<file path="config.mk">
export PLATFORM = sky130hd
export DESIGN_NAME = microsequencer
export DESIGN_NICKNAME = d
export VERILOG_FILES = /design/src/rtl/microseq_pkg.sv /design/src/rtl/useq_stack.sv /design/src/rtl/microsequencer.sv
export SDC_FILE = /design/constraint.sdc
export NUM_CORES = 1
export LEC_CHECK = 0
export CAP_MARGIN = 10
export CORE_ASPECT_RATIO = 1.2
export CORE_MARGIN = 1
export CORE_UTILIZATION = 43
export CTS_CLUSTER_DIAMETER = 150
export CTS_CLUSTER_SIZE = 10
export DETAILED_ROUTE_END_ITERATION = 10
export GPL_TIMING_DRIVEN = 0
export MAX_ROUTING_LAYER = met4
export PLACE_DENSITY = 0.69
export SYNTH_ARGS = -nofsm -noshare
export SYNTH_HDL_FRONTEND = slang
export SYNTH_SLANG_ARGS = --single-unit
</file>
<file path="constraint.sdc">
create_clock -name clk -period 2.4 [get_ports clk]
set_input_delay 0.48 -clock clk [delete_from_list [all_inputs] [get_ports clk]]
set_output_delay 0.48 -clock clk [all_outputs]
set_load 0.05 [all_outputs]
</file>
<file path="src/rtl/microseq_pkg.sv">
// Shared definitions for the microsequencer and the ROM field-extract wrapper.
// Contents: next-address select codes, condition-select indices, default address width.
// No logic; constants only.
package microseq_pkg;

   localparam int AW_DEF = 7;

   // Next-address select (N field of the control word)
   localparam logic [2:0] N_INC  = 3'b000;
   localparam logic [2:0] N_DEC  = 3'b001;
   localparam logic [2:0] N_JMP  = 3'b010;
   localparam logic [2:0] N_CJP  = 3'b011;
   localparam logic [2:0] N_WAIT = 3'b100;
   localparam logic [2:0] N_CALL = 3'b101;
   localparam logic [2:0] N_RET  = 3'b110;
   localparam logic [2:0] N_RST  = 3'b111;

   // Condition-select indices into cond_in
   localparam logic [1:0] CS_COND = 2'd0;
   localparam logic [1:0] CS_MOC  = 2'd1;
   localparam logic [1:0] CS_TRUE = 2'd2;
   localparam logic [1:0] CS_IR24 = 2'd3;

endpackage

</file>
<file path="src/rtl/useq_stack.sv">
// Micro-subroutine return stack (LIFO, STK_DEPTH entries of AW bits).
// Ports: push/pop/clear commands, din pushed value, dout current top, full/empty flags.
// Latency: push/pop take effect at next edge; dout is combinational from the top entry.
// Caller must not push when full nor pop when empty; clear wins over push/pop.
module useq_stack #(
   parameter int AW        = 7,
   parameter int STK_DEPTH = 4
) (
   input  logic          clk,
   input  logic          reset,
   input  logic          push,
   input  logic          pop,
   input  logic          clear,
   input  logic [AW-1:0] din,
   output logic [AW-1:0] dout,
   output logic          full,
   output logic          empty
);
   import microseq_pkg::*;

   localparam int IW  = $clog2(STK_DEPTH);
   localparam int SPW = IW + 1;

   logic [AW-1:0]  r_mem [STK_DEPTH];
   logic [SPW-1:0] r_sp;
   logic [IW-1:0]  w_top_idx;

   // sp counts 0..STK_DEPTH; its low bits minus one address the top entry
   // (at sp==STK_DEPTH the low bits are zero and wrap to the last slot).
   assign w_top_idx = r_sp[IW-1:0] - IW'(1);
   assign dout      = r_mem[w_top_idx];
   assign full      = (r_sp == SPW'(STK_DEPTH));
   assign empty     = (r_sp == '0);

   always_ff @(posedge clk) begin
      if (reset || clear) begin
         r_sp <= '0;
      end else if (push && !full) begin
         r_sp <= r_sp + SPW'(1);
      end else if (pop && !empty) begin
         r_sp <= r_sp - SPW'(1);
      end
   end

   // Storage is not reset: entries are only read after being written.
   always_ff @(posedge clk) begin
      if (!reset && !clear && push && !full) begin
         r_mem[r_sp[IW-1:0]] <= din;
      end
   end

endmodule

</file>
<file path="src/rtl/microsequencer.sv">
// Microsequencer: micro-PC, incrementer, return stack and decode/IRQ dispatch for the microstore ROM.
// Ports: hold freezes all state; mw_* are the current control word fields; state is the registered ROM index.
// Latency 1 clock from mw_* to state; hold is the only stall, stk_err is sticky until reset.
module microsequencer #(
   parameter int            AW         = 7,
   parameter logic [AW-1:0] RESET_ADDR = 7'h00,
   parameter logic [AW-1:0] IRQ_ADDR   = 7'h5C,
   parameter int            STK_DEPTH  = 4
) (
   input  logic          clk,
   input  logic          reset,
   input  logic          hold,
   input  logic [2:0]    mw_n,
   input  logic [1:0]    mw_s,
   input  logic          mw_inv,
   input  logic [AW-1:0] mw_cr,
   input  logic [AW-1:0] enc_addr,
   input  logic [3:0]    cond_in,
   input  logic          irq,
   output logic [AW-1:0] state,
   output logic          stk_err
);
   import microseq_pkg::*;

   logic [AW-1:0] r_state;
   logic          r_stk_err;

   logic [AW-1:0] w_inc;
   logic          w_t;
   logic [AW-1:0] w_next;
   logic          w_err_set;
   logic          w_push;
   logic          w_pop;
   logic          w_clear;
   logic [AW-1:0] w_top;
   logic          w_full;
   logic          w_empty;

   assign w_inc = r_state + AW'(1);
   assign w_t   = cond_in[mw_s] ^ mw_inv;

   always_comb begin
      w_next    = w_inc;
      w_err_set = 1'b0;
      w_push    = 1'b0;
      w_pop     = 1'b0;
      w_clear   = 1'b0;
      case (mw_n)
         N_INC:  w_next = w_inc;
         N_DEC:  w_next = irq ? IRQ_ADDR : enc_addr;
         N_JMP:  w_next = mw_cr;
         N_CJP:  w_next = w_t ? mw_cr : w_inc;
         N_WAIT: w_next = w_t ? w_inc : r_state;
         N_CALL: begin
            w_next    = mw_cr;
            w_push    = !w_full;
            w_err_set = w_full;
         end
         N_RET: begin
            // Underflow restarts at the fetch entry rather than using a stale entry.
            w_next    = w_empty ? RESET_ADDR : w_top;
            w_pop     = !w_empty;
            w_err_set = w_empty;
         end
         N_RST: begin
            w_next  = RESET_ADDR;
            w_clear = 1'b1;
         end
         default: w_next = w_inc;
      endcase
   end

   useq_stack #(
      .AW        (AW),
      .STK_DEPTH (STK_DEPTH)
   ) u_stack (
      .clk   (clk),
      .reset (reset),
      .push  (w_push  && !hold),
      .pop   (w_pop   && !hold),
      .clear (w_clear && !hold),
      .din   (w_inc),
      .dout  (w_top),
      .full  (w_full),
      .empty (w_empty)
   );

   always_ff @(posedge clk) begin
      if (reset) begin
         r_state   <= RESET_ADDR;
         r_stk_err <= 1'b0;
      end else if (!hold) begin
         r_state <= w_next;
         if (w_err_set) begin
            r_stk_err <= 1'b1;
         end
      end
   end

   assign state   = r_state;
   assign stk_err = r_stk_err;

endmodule
</file>
-- After elaboration in Yosys (flattened, before gate mapping)
Memory sizes are Yosys's and may differ from the RTL's.
Index checks and enable logic that the tools add are counted.
- shift-type cells: 0
- bitwise operators: 2
- multiply operators: 0
- div/mod/pow operators: 0
- $lt $le $gt $ge: 1
- reduce and logical (&&, ||, !) cells: 20
- add/subtract/negate cells: 4
- equality and inequality tests: 9
- muxes and demuxes: 15
- operators by type and width (kind ; count):
    7-bit one-hot mux with 7 select lines ; 1
    7-bit 2-to-1 mux ; 4
    3-bit == test, second input constant ; 5
    1-bit logical AND ; 8
    7-bit by 1-bit adder with 7-bit output, second input constant ; 1
    3-bit by 2-bit == test with 1-bit output, second input constant ; 2
    3-bit logical NOT ; 2
    1-bit 2-to-1 mux ; 6
    3-bit 2-to-1 mux ; 2
    1-bit logical NOT ; 5
    2-bit AND reduction ; 2
    3-bit by 1-bit adder with 3-bit output, second input constant ; 1
    3-bit by 1-bit == test with 1-bit output, second input constant ; 1
    2-bit by 3-bit < comparator with 1-bit output, second input constant ; 1
    3-bit by 1-bit subtractor with 3-bit output, second input constant ; 1
    1-bit binary-select mux with 2-bit select ; 1
    2-bit inequality test, second input constant ; 1
    1-bit one-hot mux with 2 select lines ; 1
    2-bit nonzero test ; 1
    2-bit OR reduction ; 1
    2-bit by 1-bit subtractor with 2-bit output, second input constant ; 1
    1-bit logical OR ; 1
    1-bit NOT ; 1
    1-bit XOR ; 1
- ROM bits: 0
- logic and storage cells: 55
- bits in registers: 11
- memory bits (writable): 28
- latch bits: 0
- input bits: 28
- output and inout bits: 8
- memories: 1
- memory list (name ; depth ; width ; rd ports ; clocked after Yosys merged registers in ; write ports ; line ; text):
    u_stack.r_mem ; 4 ; 7 ; 1 ; 0 ; 1 ; useq_stack.sv:24 ; logic [AW-1:0] r_mem [STK_DEPTH];

-- Longest topological paths before layout
Gate-level depths: netlist (run 1).
- word-level depth: 9
- mapped depth: 10
- depth with buffers taken out: 9

-- Modules after synthesis
A second synthesis (run 1) with hierarchy kept.
- cells, all modules: 203
- area, all modules: 2321.0 µm²
- by module, submodules not included (module ; cells each ; seq. area each (µm²) ; instances ; area an instance (µm²)):
    useq_stack ; 74 ; 900.9 ; 1 ; 1355.0
    microsequencer ; 129 ; 160.2 ; 1 ; 965.9

-- Worst setup path after synthesis (run 1)
No wires, ideal clock.
- path type: register to register
- from: register u_stack.r_sp[0]
- to: register r_state[2] (netlist: state[2])
- stages on the path, launching flop included: 9
- arrival: 2272 ps
- period minus slack after synthesis: 2390 ps
- data required time: 2283 ps
- slack: 10 ps
- path buffers: 2
- library setup time: 117 ps
- path through: dfxtp_1 > buf_2 > inv_1 > ha_1 > buf_1 > mux4_2 > a221oi_1 > o221ai_1 > a32o_2
- word-level cells in the longest chain between the ends: 4
- elaborated cells between the ends (all ways): 5
- classes of those cells: add/sub (1); mux (2); reduce/logical (1); memory (1)
- RTL lines (what ; line ; text):
    from (decl) ; useq_stack.sv:25 ; logic [SPW-1:0] r_sp;
    from (signal assigned) ; useq_stack.sv:39 ; r_sp <= r_sp + SPW'(1);
    from (signal assigned) ; useq_stack.sv:41 ; r_sp <= r_sp - SPW'(1);
    2-bit by 1-bit subtractor with 2-bit output ; useq_stack.sv:30 ; assign w_top_idx = r_sp[IW-1:0] - IW'(1);
    named net u_stack.w_top_idx[0] ; useq_stack.sv:26 ; logic [IW-1:0] w_top_idx;
    memory read 4 x 7 bit ; -- ;
    7-bit 2-to-1 mux ; microsequencer.sv:61 ; w_next = w_empty ? RESET_ADDR : w_top;
    7-bit one-hot mux with 7 select lines ; microsequencer.sv:48 ; case (mw_n)
    to (signal assigned) ; microsequencer.sv:93 ; r_state <= w_next;
    to (decl) ; microsequencer.sv:25 ; logic [AW-1:0] r_state;
The timed path passes the listed nets, and every way through them passes these cells.
A chain may end at the register's enable or synchronous reset.

-- Worst setup path after layout (run 1)
- from: register u_stack.r_sp[0]
- to: register u_stack.r_sp[2]
- word-level cells in the longest chain between the ends: 6
- elaborated cells between the ends (all ways): 15
- classes of those cells: add/sub (2); eq/ne (1); mux (4); reduce/logical (8)
- RTL lines (what):
    branches (longest 6 deep; another with 3-bit by 1-bit subtractor with 3-bit output)
Parallel ways; which one is timed is not known. The select of a mux whose other input is x is not followed.

==> results of run 1 <==
metal layers:
layer	wire, um	track usage
met5	0	-
met4	66	0.07021
met3	202	0.04310
met2	2451	0.3429
met1	2136	0.2519
area by class of cell:
type,count,area [um2]
plain buffers,8,43.79
clock inverters,3,15.01
clock buffers,5,68.82
well taps,58,72.57
inverters,19,71.32
multi-input cells,114,972.2
flip-flops and latches,39,1062
repair buffers,33,332.8
fillers,411,2023
worst paths after layout:
path	from	to	slack (ps)	depth (start not counted)
hold reg to reg	stk_err$_SDFFE_PP0P_	stk_err$_SDFFE_PP0P_	490	2
hold / removal	stk_err$_SDFFE_PP0P_	stk_err$_SDFFE_PP0P_	490	2
setup / recovery	u_stack.r_sp[0]$_SDFFE_PP0P_	u_stack.r_sp[2]$_SDFFE_PP0P_	170	10
setup reg to reg	u_stack.r_sp[0]$_SDFFE_PP0P_	u_stack.r_sp[2]$_SDFFE_PP0P_	170	10
repair_timing:
item                       in CTS  in global routing
buffers inserted                0                  0
cloned                          0                  0
setup endpoints to repair      36                 14
resized for setup               4                  7
Yosys cell counts, types with 3 or more instances:
| cell type | count | share of area |
|---|---|---|
| a211oi_1 | 4 | 0.014 |
| a221oi_1 | 4 | 0.017 |
| a222oi_1 | 3 | 0.014 |
| a22o_1 | 3 | 0.012 |
| a31oi_1 | 3 | 0.0089 |
| a32o_2 | 7 | 0.037 |
| and2_1 | 4 | 0.012 |
| buf_2 | 3 | 0.0071 |
| clkbuf_1 | 5 | 0.0089 |
| dfxtp_1 | 11 | 0.10 |
| edfxtp_1 | 28 | 0.40 |
| ha_1 | 5 | 0.030 |
| inv_1 | 19 | 0.034 |
| mux2i_1 | 4 | 0.019 |
| mux4_2 | 7 | 0.075 |
| nand3_1 | 6 | 0.014 |
| nor2_1 | 11 | 0.020 |
| nor2b_1 | 3 | 0.0089 |
| nor3_1 | 4 | 0.0095 |
| o21ai_0 | 15 | 0.035 |
| o221ai_1 | 7 | 0.029 |
| xor2_1 | 5 | 0.021 |
power groups by stage:
| stage | clock [mW] | combinational (mW) | sequential, mW |
|---|---|---|---|
| final | 0.420 | 0.270 | 0.758 |
| after global routing | 0.460 | 0.295 | 0.759 |
| after CTS | 0.431 | 0.266 | 0.757 |
| after detailed placement | 0 | 0.262 | 0.772 |
| after global placement | 0 | 0.260 | 0.772 |
| after floorplan | 0 | 0.129 | 0.800 |
state kept, by name, summed over array words and instances, names as in the netlist:
signal	flops
u_stack.r_mem	28
state	7
u_stack.r_sp	3
stk_err	1
cell families after synthesis:
family / count (synthesis) / share of synthesized area
simple gates: 36 / 0.08693
flops: 39 / 0.5015
xor+xnor: 7 / 0.02898
fa+ha+maj: 6 / 0.03903
compound gates: 52 / 0.1863
buf+inv: 28 / 0.05145
mux: 13 / 0.1059
stage by stage:
step	cell area (um2)	util	hold WS, ps	setup TNS (ps)	setup WS, ps
2_1_floorplan	2116	-	522.2	0	10.27
3_3_place_gp	2519	0.5403	458.6	-3734	-355.9
3_5_place_dp	2519	0.5403	479.8	-4960	-359.6
4_1_cts	2610	0.5599	498.3	0	14.60
5_1_grt	2639	0.5660	537.8	0	61.33
6_report	2639	0.5660	487.4	0	165.2
layout by cell type (no fill, tap or decap), drive strengths merged, types with 4 or more instances in the layout:
master         count
clkdlybuf4s50     32
edfxtp            28
inv               19
o21ai             16
nor2              11
dfxtp             11
clkbuf            10
mux4               7
o221ai             7
a32o               7
nand3              6
xor2               5
ha                 5
and2               4
mux2i              4
nor3               4
a211oi             4
a221oi             4
worst min-delay path, cell delays in order (launching register included):
cell	delay, ps
dfxtp_1	340
a31oi_1	40
nor2_1	70
==> impl_metrics.json, run 1 <==
{
  "yosysWarnings": 0,
  "maxCapViolations": 0,
  "cp_slowest_cell": "dfxtp_2",
  "via_per_inst": 5.649,
  "relSlewSlack": 0.6600,
  "cts_root_buf": "clkbuf_8",
  "total_power_mw": 1.448,
  "grt_overflow": 0,
  "dp_hpwl_mm": 3.596,
  "peakVddDrop_mv": 0.4520,
  "htree_levels": 2,
  "critPathArrivalTime_ps": 2420,
  "initial_utilization": 0.4538,
  "syn_avg_cell_area_um2": 11.69,
  "dieArea_um2": 5206,
  "boundaryPins": 36,
  "drc_errors": 0,
  "place_inst": 272,
  "status": "finished clean",
  "finalSetupViolations": 0,
  "pwr-share-comb": 0.187,
  "switchingPower_mw": 0.3863,
  "path_buf_inv": 2,
  "p_leak_nw": 0.9713,
  "critPathRequiredTime_ps": 2590,
  "worstSetupPathType": "register to register",
  "synth_edf_count": 28,
  "drt-total-wl_mm": 4.856,
  "nets": 254,
  "port_buffers": 33,
  "end_kind": "register",
  "synth-main-ff-cell": "edfxtp_1",
  "p_clk_frac": 0.290,
  "syn_to_final_growth_pct": 24.72,
  "synth_cells": 181,
  "period_needed_ps": 2235,
  "path_max_fanout": 9,
  "report.final.slew_viol_count": 0,
  "core_um2": 4662,
  "ctsHoldBuffers": 0,
  "clk_pin_slew_worst_paths_ps": 70,
  "synth_seq_cells": 39,
  "fin_cells": 279,
  "clock_sinks": 39,
  "grt_pass1_vias": 1581,
  "drtIter0Drc": 156,
  "slowest_delay_ps": 390,
  "power.internal_mw": 1.062,
  "cp_top_family": "adder cells",
  "period_share": 0.9312,
  "synth_nets": 215,
  "async_flop_share": 0,
  "drive_gt1_frac": 0.1448,
  "seq_area_frac_synth": 0.5015,
  "fp.dieW_um": 66.04,
  "antenna_cells": 0,
  "hold_path.class": "register to register",
  "clk_path_buf_depth": 2,
  "numCtsBuffers": 5,
  "synth_area_um2": 2116,
  "pwr-share-seq": 0.524,
  "hold_violations": 0,
  "ant_nets": 0,
  "rsz0062_at_grt": "no",
  "fp-row-count": 27,
  "vias": 1576,
  "insertion_delay_ps": 290,
  "fp.dieH_um": 78.84,
  "antenna_found_initial": 0,
  "wire_per_inst_um": 17.41,
  "globalplace.congestion": 0.8153,
  "synthDistinctLibCells": 37,
  "dr.pass1.iters": 4,
  "tightestPinTransition_ps": 508.5,
  "worstPathCellList": "buf_8 > inv_1 > ha_4 > a21oi_2 > nand3_1 > fa_2 > and4_1 > a31oi_1 > xor2_1 > nor2_1",
  "power.density_cell_area_nw_per_um2": 548.8,
  "finClkSkew_ps": 5.110,
  "switching_share": 0.2668,
  "grt_usage": 0.2078,
  "grt_max_degree": 13,
  "crit_path_start_kind": "register",
  "max_freq_mhz": 447.5,
  "grt_pass1_wl_mm": 7.769,
  "cts_tree": "built"
}
(Power assumes the default switching activity.)
==> run 2, diff against run 1 <==
- CTS_CLUSTER_DIAMETER: 150 -> 200
- PLACE_DENSITY: 0.69 -> 0.67
- clock period: 2.4 -> 2.2 ns (I/O delays scaled with it)
==> impl_metrics.json, run 2 (synthesis results as in run 1) <==
{
  "clk_path_buf_depth": 2,
  "startpoint": "hold",
  "core_um2": 4662,
  "rr_worst_depth": 10,
  "ant_nets": 0,
  "clk_pin_slew_worst_paths_ps": 70,
  "cts_tree": "built",
  "power.density_cell_area_nw_per_um2": 631.8,
  "nets": 256,
  "globalplace.congestion": 0.8842,
  "drtIter0Drc": 147,
  "r2r_end": "u_stack.r_sp[2]$_SDFFE_PP0P_",
  "grt_overflow": 0,
  "place_ws_ps": -403.0,
  "dieArea_um2": 5206,
  "fp.dieH_um": 78.84,
  "syn_to_final_growth_pct": 29.92,
  "maxCapViolations": 0,
  "hold_path.class": "register to register",
  "mostFrequentLayoutCells": "32 x clkdlybuf4s50_1, 28 x edfxtp_1, 18 x inv_1",
  "crit_path_start_kind": "input port",
  "period_share": 0.9986,
  "antenna_found_initial": 0,
  "finalInstanceArea_um2": 2749,
  "max_freq_mhz": 455.2,
  "largest_register_ffs": 28,
  "drc_errors": 0,
  "initial_utilization": 0.4538,
  "dr.pass1.iters": 4,
  "drt-total-wl_mm": 5.308,
  "reg2reg_setup_slack_ps": 50,
  "layout_commonest_cell": "clkdlybuf4s50_1",
  "grt_pass1_vias": 1698,
  "end_kind": "register",
  "htree_levels": 2,
  "clock_sinks": 39,
  "placed_area_um2": 2530,
  "n_fill_cell": 389,
  "vias": 1665,
  "antenna_cells": 0,
  "insertion_delay_ps": 290,
  "critPathRequiredTime_ps": 2380,
  "wire_per_inst_um": 18.89,
  "grt_max_degree": 14,
  "p_leak_nw": 1.014,
  "report.final.slew_viol_count": 0,
  "relSlewSlack": 0.6307,
  "dp_hpwl_mm": 3.789,
  "grt_usage": 0.2178,
  "status": "finished clean",
  "final_util": 0.5896,
  "peakVddDrop_mv": 0.4433,
  "worstSetupPathType": "input port to register",
  "whs_ps": 482.3,
  "port_buffers": 33,
  "hold_violations": 0,
  "fin_ws_ps": 3.103,
  "grt_pass1_wl_mm": 8.197,
  "period_needed_ps": 2197,
  "path_max_fanout": 5,
  "critPathArrivalTime_ps": 2380,
  "r2r-start": "u_stack.r_sp[0]$_SDFFE_PP0P_",
  "finClkSkew_ps": 10.64,
  "fp-row-count": 27,
  "tightestPinTransition_ps": 551.9,
  "fp.dieW_um": 66.04,
  "endpoint": "u_stack.r_sp[2]$_SDFFE_PP0P_",
  "ctsHoldBuffers": 0,
  "cts_root_buf": "clkbuf_8",
  "boundaryPins": 36,
  "via_per_inst": 5.925,
  "finalSetupViolations": 0,
  "drive_gt1_frac": 0.2063,
  "numCtsBuffers": 5
}
run 2: cell count changes in the layout (fill, tap and decap cells not counted), sizes merged:
cell / previous run / this run
buf: 3 / 6
bufinv: 0 / 1
clkbuf: 10 / 9
clkinv: 2 / 1
clkinvlp: 1 / 0
dlygate4sd2: 0 / 1
dlymetal6s2s: 1 / 0
inv: 19 / 20
run 2: final cells by class:
type                       count  area (um2)  share of cell area
tap                           58       72.57             0.02640
buffer                         7       51.30             0.01866
inverter                      19       71.32             0.02594
multi-input combinational    114        1025              0.3728
sequential                    39        1066              0.3878
timing repair buffer          36       351.6              0.1279
clock inverter                 3       42.54             0.01548
clock buffer                   5       68.82             0.02503
run 2: how the worst min path moves through the flow:
stage / from / end / slack, ps / cells past startpoint
detailed placement: stk_err$_SDFFE_PP0P_ / stk_err$_SDFFE_PP0P_ / 480 / 2
CTS: stk_err$_SDFFE_PP0P_ / stk_err$_SDFFE_PP0P_ / 490 / 2
global route: stk_err$_SDFFE_PP0P_ / stk_err$_SDFFE_PP0P_ / 550 / 2
global placement: stk_err$_SDFFE_PP0P_ / stk_err$_SDFFE_PP0P_ / 460 / 2
floorplan: reset / stk_err$_SDFFE_PP0P_ / 510 / 1
finish: stk_err$_SDFFE_PP0P_ / stk_err$_SDFFE_PP0P_ / 480 / 2
run 2: per-stage QoR:
| stage | instances | total power, mW | TNS (ps) |
|---|---|---|---|
| floorplan | 181 | 1.016 | 0 |
| global placement | 272 | 1.125 | -5352 |
| detailed placement | 272 | 1.134 | -7473 |
| CTS | 280 | 1.740 | -3.785 |
| global route | 281 | 1.814 | -0.9812 |
| finish | 281 | 1.737 | 0 |
run 2: critical path, cell delays in order:
cell and delay, ps:
clkdlybuf4s50_1 480, nor2b_2 260, nand3_2 160, fa_2 420
and4_1 190, a31oi_1 190, xor2_1 170, nor2_1 50
run 2: timing repair:
item | in CTS | in global routing
hold endpoints to repair | 0 | 0
pin swaps | 0 | 2
buffers inserted | 1 | 2
endpoints found under the setup margin | 36 | 8
resized for setup | 16 | 7
run 2: power by group:
| part | internal [mW] | switching [mW] |
|---|---|---|
| Sequential | 0.806 | 0.0196 |
| Combinational | 0.147 | 0.174 |
| Clock | 0.338 | 0.253 |
run 2: layer usage:
metal | global-route usage | vias up | routed length [um]
met5 | - | - | 0
met4 | 0.08298 | 0 | 120
met3 | 0.04598 | 10 | 311
met2 | 0.3663 | 60 | 2655
met1 | 0.2528 | 806 | 2220
li1 | - | 789 | -
==> run 3, diff against run 2 <==
- ABC_CLOCK_PERIOD_IN_PS: unset -> 2200
- CAP_MARGIN: 10 -> 20
- CTS_CLUSTER_DIAMETER: 200 -> 30
==> results of run 3 <==
Same layout as run 2: the final DEF is identical, and so are final timing and power.
